--- src/rtl/poly_pipe_arb_pkg.sv ---
// Shared definitions for the poly_pipe_arb scheduler and its evaluator.
// Keeping the evaluator latency default here keeps both blocks in step.
package poly_arb_pkg;

  localparam int DATA_W      = 32;
  localparam int LAT_DEFAULT = 4;
  localparam int MAX_REQ     = 8;
  localparam int ID_W        = $clog2(MAX_REQ);

  // A tag is a valid bit plus the ID of the requester that owns the operand.
  typedef struct packed {
    logic            valid;
    logic [ID_W-1:0] id;
  } tag_t;

endpackage

--- src/rtl/poly_pipe_arb_if.sv ---
// Requester-side bus of poly_pipe_arb: operand handshake and result return.
// The master modport belongs to the requesters; the slave modport belongs to the scheduler.
interface poly_pipe_arb_if
  import poly_arb_pkg::*;
#(
  parameter int N_REQ = 2
);

  logic [N_REQ-1:0]        req_valid;
  logic [DATA_W*N_REQ-1:0] req_x;
  logic [N_REQ-1:0]        req_ready;
  logic [N_REQ-1:0]        resp_valid;
  logic [DATA_W-1:0]       resp_y;

  modport master (
    output req_valid,
    output req_x,
    input  req_ready,
    input  resp_valid,
    input  resp_y
  );

  modport slave (
    input  req_valid,
    input  req_x,
    output req_ready,
    output resp_valid,
    output resp_y
  );

endinterface

--- src/rtl/poly_pipe_arb_rr.sv ---
// Combinational N_REQ-way picker used by poly_pipe_arb.
// With POLY_ARB_RR_EN defined the scan starts at ptr_i and wraps (rotate priority);
// otherwise the lowest eligible index wins and no pointer input exists.
module poly_arb_rr #(
  parameter int N_REQ = 2,
  parameter int IDX_W = $clog2(N_REQ)
) (
  input  logic [N_REQ-1:0] elig_i,
`ifdef POLY_ARB_RR_EN
  input  logic [IDX_W-1:0] ptr_i,
`endif
  output logic [N_REQ-1:0] grant_o,
  output logic [IDX_W-1:0] idx_o
);

  logic found;

`ifdef POLY_ARB_RR_EN
  int               jInt;
  logic [IDX_W-1:0] jIdx;

  // Walk the requesters starting at the pointer and grant the first eligible one.
  always_comb begin
    grant_o = '0;
    idx_o   = '0;
    found   = 1'b0;
    jInt    = 0;
    jIdx    = '0;
    for (int k = 0; k < N_REQ; k++) begin
      jInt = (int'(ptr_i) + k) % N_REQ;
      jIdx = IDX_W'(jInt);
      if (!found && elig_i[jIdx]) begin
        found         = 1'b1;
        grant_o[jIdx] = 1'b1;
        idx_o         = jIdx;
      end
    end
  end
`else
  // Grant the lowest-numbered eligible requester.
  always_comb begin
    grant_o = '0;
    idx_o   = '0;
    found   = 1'b0;
    for (int k = 0; k < N_REQ; k++) begin
      if (!found && elig_i[k]) begin
        found      = 1'b1;
        grant_o[k] = 1'b1;
        idx_o      = IDX_W'(k);
      end
    end
  end
`endif

endmodule

--- src/rtl/poly_pipe_arb.sv ---
// poly_pipe_arb: shares one pipelined y = x^4 + x^2 evaluator between N_REQ requesters.
// A tag shift register of LAT+1 stages follows each operand through the evaluator so the
// result can be steered back to its owner; per-requester counters cap in-flight work.
// Build option: define POLY_ARB_RR_EN for round-robin arbitration, otherwise fixed priority.
module poly_pipe_arb
  import poly_arb_pkg::*;
#(
  parameter int N_REQ   = 2,
  parameter int LAT     = LAT_DEFAULT,
  parameter int MAX_OUT = 3
) (
  input  logic              clk,
  input  logic              rst,
  poly_pipe_arb_if.slave    reqIf,
  output logic              ev_start,
  output logic [DATA_W-1:0] ev_x,
  input  logic [DATA_W-1:0] ev_y
);

  localparam int IDX_W = $clog2(N_REQ);
  localparam int CNT_W = $clog2(MAX_OUT + 1);

  logic [N_REQ-1:0]  elig;
  logic [N_REQ-1:0]  grant;
  logic [IDX_W-1:0]  grantIdx;
  logic              accept;
  logic [N_REQ-1:0]  incVec;
  logic [N_REQ-1:0]  decVec;

  logic [CNT_W-1:0]  cnt_q [N_REQ];
  logic [CNT_W-1:0]  cnt_d [N_REQ];
  tag_t              tag_q [LAT+1];
  logic              evStart_q;
  logic [DATA_W-1:0] evX_q;
  logic [N_REQ-1:0]  respValid_q;
  logic [N_REQ-1:0]  respValid_d;
  logic [DATA_W-1:0] respY_q;

  // A requester may be granted only when it is asking, has credit left, and we are not in reset.
  always_comb begin
    elig = '0;
    for (int i = 0; i < N_REQ; i++) begin
      elig[i] = reqIf.req_valid[i] && (cnt_q[i] < CNT_W'(MAX_OUT)) && !rst;
    end
  end

`ifdef POLY_ARB_RR_EN
  logic [IDX_W-1:0] ptr_q;
  logic [IDX_W-1:0] ptr_d;

  poly_arb_rr #(.N_REQ(N_REQ), .IDX_W(IDX_W)) uPick (
    .elig_i  (elig),
    .ptr_i   (ptr_q),
    .grant_o (grant),
    .idx_o   (grantIdx)
  );

  // After a grant the next scan starts just past the winner.
  always_comb begin
    ptr_d = ptr_q;
    if (accept) begin
      ptr_d = (grantIdx == IDX_W'(N_REQ - 1)) ? '0 : grantIdx + IDX_W'(1);
    end
  end

  // Round-robin pointer register.
  always_ff @(posedge clk) begin
    if (rst) begin
      ptr_q <= '0;
    end else begin
      ptr_q <= ptr_d;
    end
  end
`else
  poly_arb_rr #(.N_REQ(N_REQ), .IDX_W(IDX_W)) uPick (
    .elig_i  (elig),
    .grant_o (grant),
    .idx_o   (grantIdx)
  );
`endif

  assign accept          = |grant;
  assign reqIf.req_ready = grant;

  // Work out credit changes and which requester the emerging result belongs to.
  always_comb begin
    incVec      = '0;
    decVec      = '0;
    respValid_d = '0;
    for (int i = 0; i < N_REQ; i++) begin
      cnt_d[i]       = cnt_q[i];
      incVec[i]      = accept && (grantIdx == IDX_W'(i));
      decVec[i]      = tag_q[LAT].valid && (tag_q[LAT].id == ID_W'(i));
      respValid_d[i] = decVec[i];
      if (incVec[i] && !decVec[i]) begin
        cnt_d[i] = cnt_q[i] + CNT_W'(1);
      end else if (decVec[i] && !incVec[i]) begin
        cnt_d[i] = cnt_q[i] - CNT_W'(1);
      end
    end
  end

  // Launch operands, shift tags in lockstep with the evaluator, and return results.
  always_ff @(posedge clk) begin
    if (rst) begin
      evStart_q   <= 1'b0;
      evX_q       <= '0;
      respValid_q <= '0;
      respY_q     <= '0;
      for (int s = 0; s <= LAT; s++) begin
        tag_q[s] <= '0;
      end
      for (int i = 0; i < N_REQ; i++) begin
        cnt_q[i] <= '0;
      end
    end else begin
      evStart_q <= accept;
      if (accept) begin
        evX_q <= reqIf.req_x[grantIdx*DATA_W +: DATA_W];
      end
      tag_q[0] <= {accept, ID_W'(grantIdx)};
      for (int s = 1; s <= LAT; s++) begin
        tag_q[s] <= tag_q[s-1];
      end
      respValid_q <= respValid_d;
      if (tag_q[LAT].valid) begin
        respY_q <= ev_y;
      end
      for (int i = 0; i < N_REQ; i++) begin
        cnt_q[i] <= cnt_d[i];
      end
    end
  end

  assign ev_start         = evStart_q;
  assign ev_x             = evX_q;
  assign reqIf.resp_valid = respValid_q;
  assign reqIf.resp_y     = respY_q;

endmodule

--- src/flat_wrapper.sv ---
// flat-port wrapper written by rule: the top's interface ports become plain ports
module poly_pipe_arb_flat import poly_arb_pkg::*;
#(
  parameter int N_REQ   = 2,
  parameter int LAT     = LAT_DEFAULT,
  parameter int MAX_OUT = 3
)
  (clk, rst, ev_start, ev_x, ev_y, reqIf_req_valid, reqIf_req_x, reqIf_req_ready, reqIf_resp_valid, reqIf_resp_y);
  poly_pipe_arb_if #(.N_REQ(N_REQ)) reqIf_i ();
  input  logic clk;
  input  logic rst;
  output logic ev_start;
  output logic [DATA_W-1:0] ev_x;
  input  logic [DATA_W-1:0] ev_y;
  input wire logic [$bits(reqIf_i.req_valid)-1:0] reqIf_req_valid;
  input wire logic [$bits(reqIf_i.req_x)-1:0] reqIf_req_x;
  output wire logic [$bits(reqIf_i.req_ready)-1:0] reqIf_req_ready;
  output wire logic [$bits(reqIf_i.resp_valid)-1:0] reqIf_resp_valid;
  output wire logic [$bits(reqIf_i.resp_y)-1:0] reqIf_resp_y;
  assign reqIf_i.req_valid = reqIf_req_valid;
  assign reqIf_i.req_x = reqIf_req_x;
  assign reqIf_req_ready = reqIf_i.req_ready;
  assign reqIf_resp_valid = reqIf_i.resp_valid;
  assign reqIf_resp_y = reqIf_i.resp_y;
  poly_pipe_arb #(.N_REQ(N_REQ), .LAT(LAT), .MAX_OUT(MAX_OUT)) u_core (.clk(clk), .rst(rst), .reqIf(reqIf_i), .ev_start(ev_start), .ev_x(ev_x), .ev_y(ev_y));
endmodule
--- config.mk ---
export PLATFORM = sky130hd
export DESIGN_NAME = poly_pipe_arb_flat
export DESIGN_NICKNAME = d
export VERILOG_FILES = /design/src/rtl/poly_pipe_arb_pkg.sv /design/src/rtl/poly_pipe_arb_if.sv /design/src/rtl/poly_pipe_arb_rr.sv /design/src/rtl/poly_pipe_arb.sv /design/src/flat_wrapper.sv
export SDC_FILE = /design/constraint.sdc
export NUM_CORES = 1
export LEC_CHECK = 0
export ABC_AREA = 0
export CELL_PAD_IN_SITES_DETAIL_PLACEMENT = 1
export CELL_PAD_IN_SITES_GLOBAL_PLACEMENT = 1
export CORE_ASPECT_RATIO = 0.5
export CORE_UTILIZATION = 29
export DETAILED_ROUTE_END_ITERATION = 8
export PLACE_DENSITY = 0.86
export SLEW_MARGIN = 25
export SYNTH_ARGS = -nofsm -noshare
export SYNTH_HDL_FRONTEND = slang
export SYNTH_HIERARCHICAL = 1
export SYNTH_SLANG_ARGS = --single-unit
--- constraint.sdc ---
create_clock -name clk -period 3.6 [get_ports clk]
set_clock_uncertainty 0.2 [all_clocks]
set_input_delay 0.36 -clock clk [delete_from_list [all_inputs] [get_ports clk]]
set_output_delay 0.36 -clock clk [all_outputs]
set_load 0.01 [all_outputs]
==> flow_summary_export.csv <==
group,metric,value,unit
outcome,status,"completed",
timing,hold_viol_final,0,
cells_and_area,fin_cells,609,
timing,hold_slack,0.238,ns
cells_and_area,syn2layout_area_growth,60.8,%
critical_path,path_buf_inv,4,
timing,max_freq,356,MHz
grt,grt_pass1_vias,3068,
synth,synth-edff-count,0,
place,post-place-cells,595,
pwr,p_sw_share,23.2,%
cells_and_area,n_antenna_cell,0,
cells_and_area,nets,563,
synth,async_flop_share,0,%
timing,fin_crit_sh,78.0,%
grt,gr-total-overflow,0,
floorplan,die_w,153,um
synth,avgSynthCellArea,10.9,um^2
critical_path,arrival,2.25,ns
timing,slew_headroom,48.3,%
clock_tree,cts_sinks,80,
grt,grt_max_degree,65,
timing,grt_setup_unrepaired,"false",
timing,finalSetupViolations,0,
synth,synth_area_leader_cell,"dfxtp_1",
critical_path,path_cells,"clkdlybuf4s50_1 > inv_1 > a211oi_1 > nor2b_4 > buf_4 > clkdlybuf4s50_1",
clock_tree,cts_max_path_buffers,2,
floorplan,floorplan.die_area,0.0119,mm^2
critical_path,path_delay_family,"buffers and inverters",
clock_tree,cts_buffers,9,
drt,drcViolationCount,0,
pwr,p_per_area,432,mW/mm^2
place,routabilityCongestion,0.641,
synth,synthTopCellsByArea,"dfxtp_1, mux2i_1, a211oi_2",
synth,ys.warnings.count,6,
worst_hold_path,hold_path.class,"input pin to flop",
pwr,pwr-share-seq,41.4,%
drt,drt-total-wl,9670,um
drt,via_count,2775,
clock_tree,clk_pin_slew,0.06,ns
cells_and_area,fin_util,48.3,%
floorplan,core-area,0.0110,mm^2
timing,drv_slew,0,
synth,synth_cell_types,24,
pwr,vdd_drop_max,0.248,mV
clock_tree,worstSkewPairLatency,0.33,ns
pwr,combPwrFrac,16.9,%
place,io_buffer_count,168,
cells_and_area,final_cell_mix,"clkdlybuf4s50_1, dfxtp_1, nor2_1, mux2i_1, a211oi_2",
grt,track_usage,16.7,%
flow_run,maxCapViolations,0,
place,dp_hpwl,6820,um
synth,synth_top_area_share,48.3,%
cells_and_area,final_common_cell,"clkdlybuf4s50_1",
critical_path,cp_slowest_cell,"clkdlybuf4s50_1",
floorplan,io_pins,169,
place,post-place-ws,0.556,ns
drt,drt-initial-drc-count,59,
timing,fin_setup_tns,0,ns
grt,grt_pass1_wl,15400,um
critical_path,start_kind,"input pin",
pwr,power.switching,0.000535,W
critical_path,critPathCaptureType,"output pin",
synth,syn_nets,405,
clock_tree,post_cts_buffers,0,
synth,netlist_instances,303,
pwr,power.leakage,1.89,nW
critical_path,worstSetupPathType,"input pin to output pin",
drt,wl_per_cell,15.9,um
clock_tree,holdBufCountCts,0,
synth,synthFlopType,"dfxtp_1",
clock_tree,cts_root_buf,"clkbuf_16",
cells_and_area,nFillCells,1220,
drt,ant_nets,0,
floorplan,die_h,77.6,um
clock_tree,cts_resized,0,
clock_tree,cts_tree,"yes",
drt,routed_via_density,4.56,
timing,tightest_slew,0.776,ns
timing,period_needed,2.81,ns
cells_and_area,drive_gt1_share,11.9,%
timing,fin_ws,0.794,ns
synth,syn_area,0.00332,mm^2
grt,antenna_found_initial,0,
critical_path,required,3.04,ns
synth,ys_seq_area_share,48.3,%
synth,ys_seq_elements,80,
floorplan,rows,27,
pwr,clkPwrFrac,41.7,%
drt,drtPass1Iterations,4,
clock_tree,htree_levels,3,
critical_path,crit_fanout,21,
pwr,internal_power,0.00177,W
critical_path,cpMostUsedCell,"clkdlybuf4s50_1",
floorplan,start_util,30.0,%
critical_path,cp_slowest_stage_delay,0.52,ns
logic make-up after synthesis:
| kind of cell | share of synthesized area, % |
|---|---|
| buf+inv | 6.00 |
| simple gates | 11.5 |
| fa+ha+maj | 0.754 |
| flops | 48.3 |
| mux | 19.3 |
| xor+xnor | 1.06 |
| compound gates | 13.1 |
Yosys cell counts (2+ instances only):
master	number
clkbuf_1	5
a21oi_1	2
buf_2	3
inv_1	2
nor2b_1	9
buf_6	8
nor2_1	69
buf_1	2
dfxtp_1	80
a211oi_1	2
xor2_1	4
buf_4	8
mux2i_1	64
or3_1	2
o21ai_0	2
ha_1	2
a211oi_2	32
registers in the layout, summed over array words and instances, names as in the netlist:
name,count
u_core/reqIf.resp_y,32
u_core/reqIf.resp_valid,2
u_core/ev_x,32
u_core/tag_q,10
u_core/cnt_q,4
path summary, 6_finish.rpt:
path / startpoint / endpoint / slack [ns] / cells after the start
max reg2reg: u_core/cnt_q[0][0] / u_core/cnt_q[0][3] / 0.95 / 7
min reg2reg: u_core/tag_q[0][11] / u_core/tag_q[0][15] / 0.24 / 1
min: rst / u_core/tag_q[0][0] / 0.24 / 2
max: reqIf_req_valid[0] / reqIf_req_ready[1] / 0.79 / 6
area by class of cell:
type | count | area [um^2] | share of cell area, %
Timing Repair Buffer | 173 | 1720 | 32.2
Sequential cell | 80 | 1600 | 30.0
Multi-Input combinational cell | 195 | 1520 | 28.4
Clock buffer | 10 | 239 | 4.48
Tap cell | 145 | 181 | 3.40
Clock inverter | 4 | 70.1 | 1.31
Inverter | 2 | 7.51 | 0.141
through the flow:
stage / power (W) / instance area [um^2]
after floorplan: 0.00116 / 3320
after global placement: 0.00135 / 5020
after detailed placement: 0.00136 / 5020
after CTS: 0.00235 / 5330
after global routing: 0.00241 / 5330
final: 0.00231 / 5330
worst reg2reg max path: stages, from the launching register on:
cell	delay [ns]
dfxtp_1	0.34
a211oi_1	0.56
nor2b_4	0.11
or2_2	0.33
and2_1	0.17
ha_1	0.33
or3_1	0.37
a21oi_1	0.16
power by group through the flow:
stage	combinational, W	clock [W]	sequential [W]
final	0.000391	0.000961	0.000955
after global routing	0.000419	0.00103	0.000960
after CTS	0.000397	0.000996	0.000955
after detailed placement	0.000391	0	0.000973
after global placement	0.000378	0	0.000970
after floorplan	0.000170	0	0.000988
layer usage:
metal	GRT usage [%]	up-vias	wire length (um)
met3	5.20	6	489
met2	33.8	65	5410
met1	16.7	1353	3710
met4	3.64	0	61
met5	0	-	0
li1	-	1351	-
(Power assumes the default switching activity.)
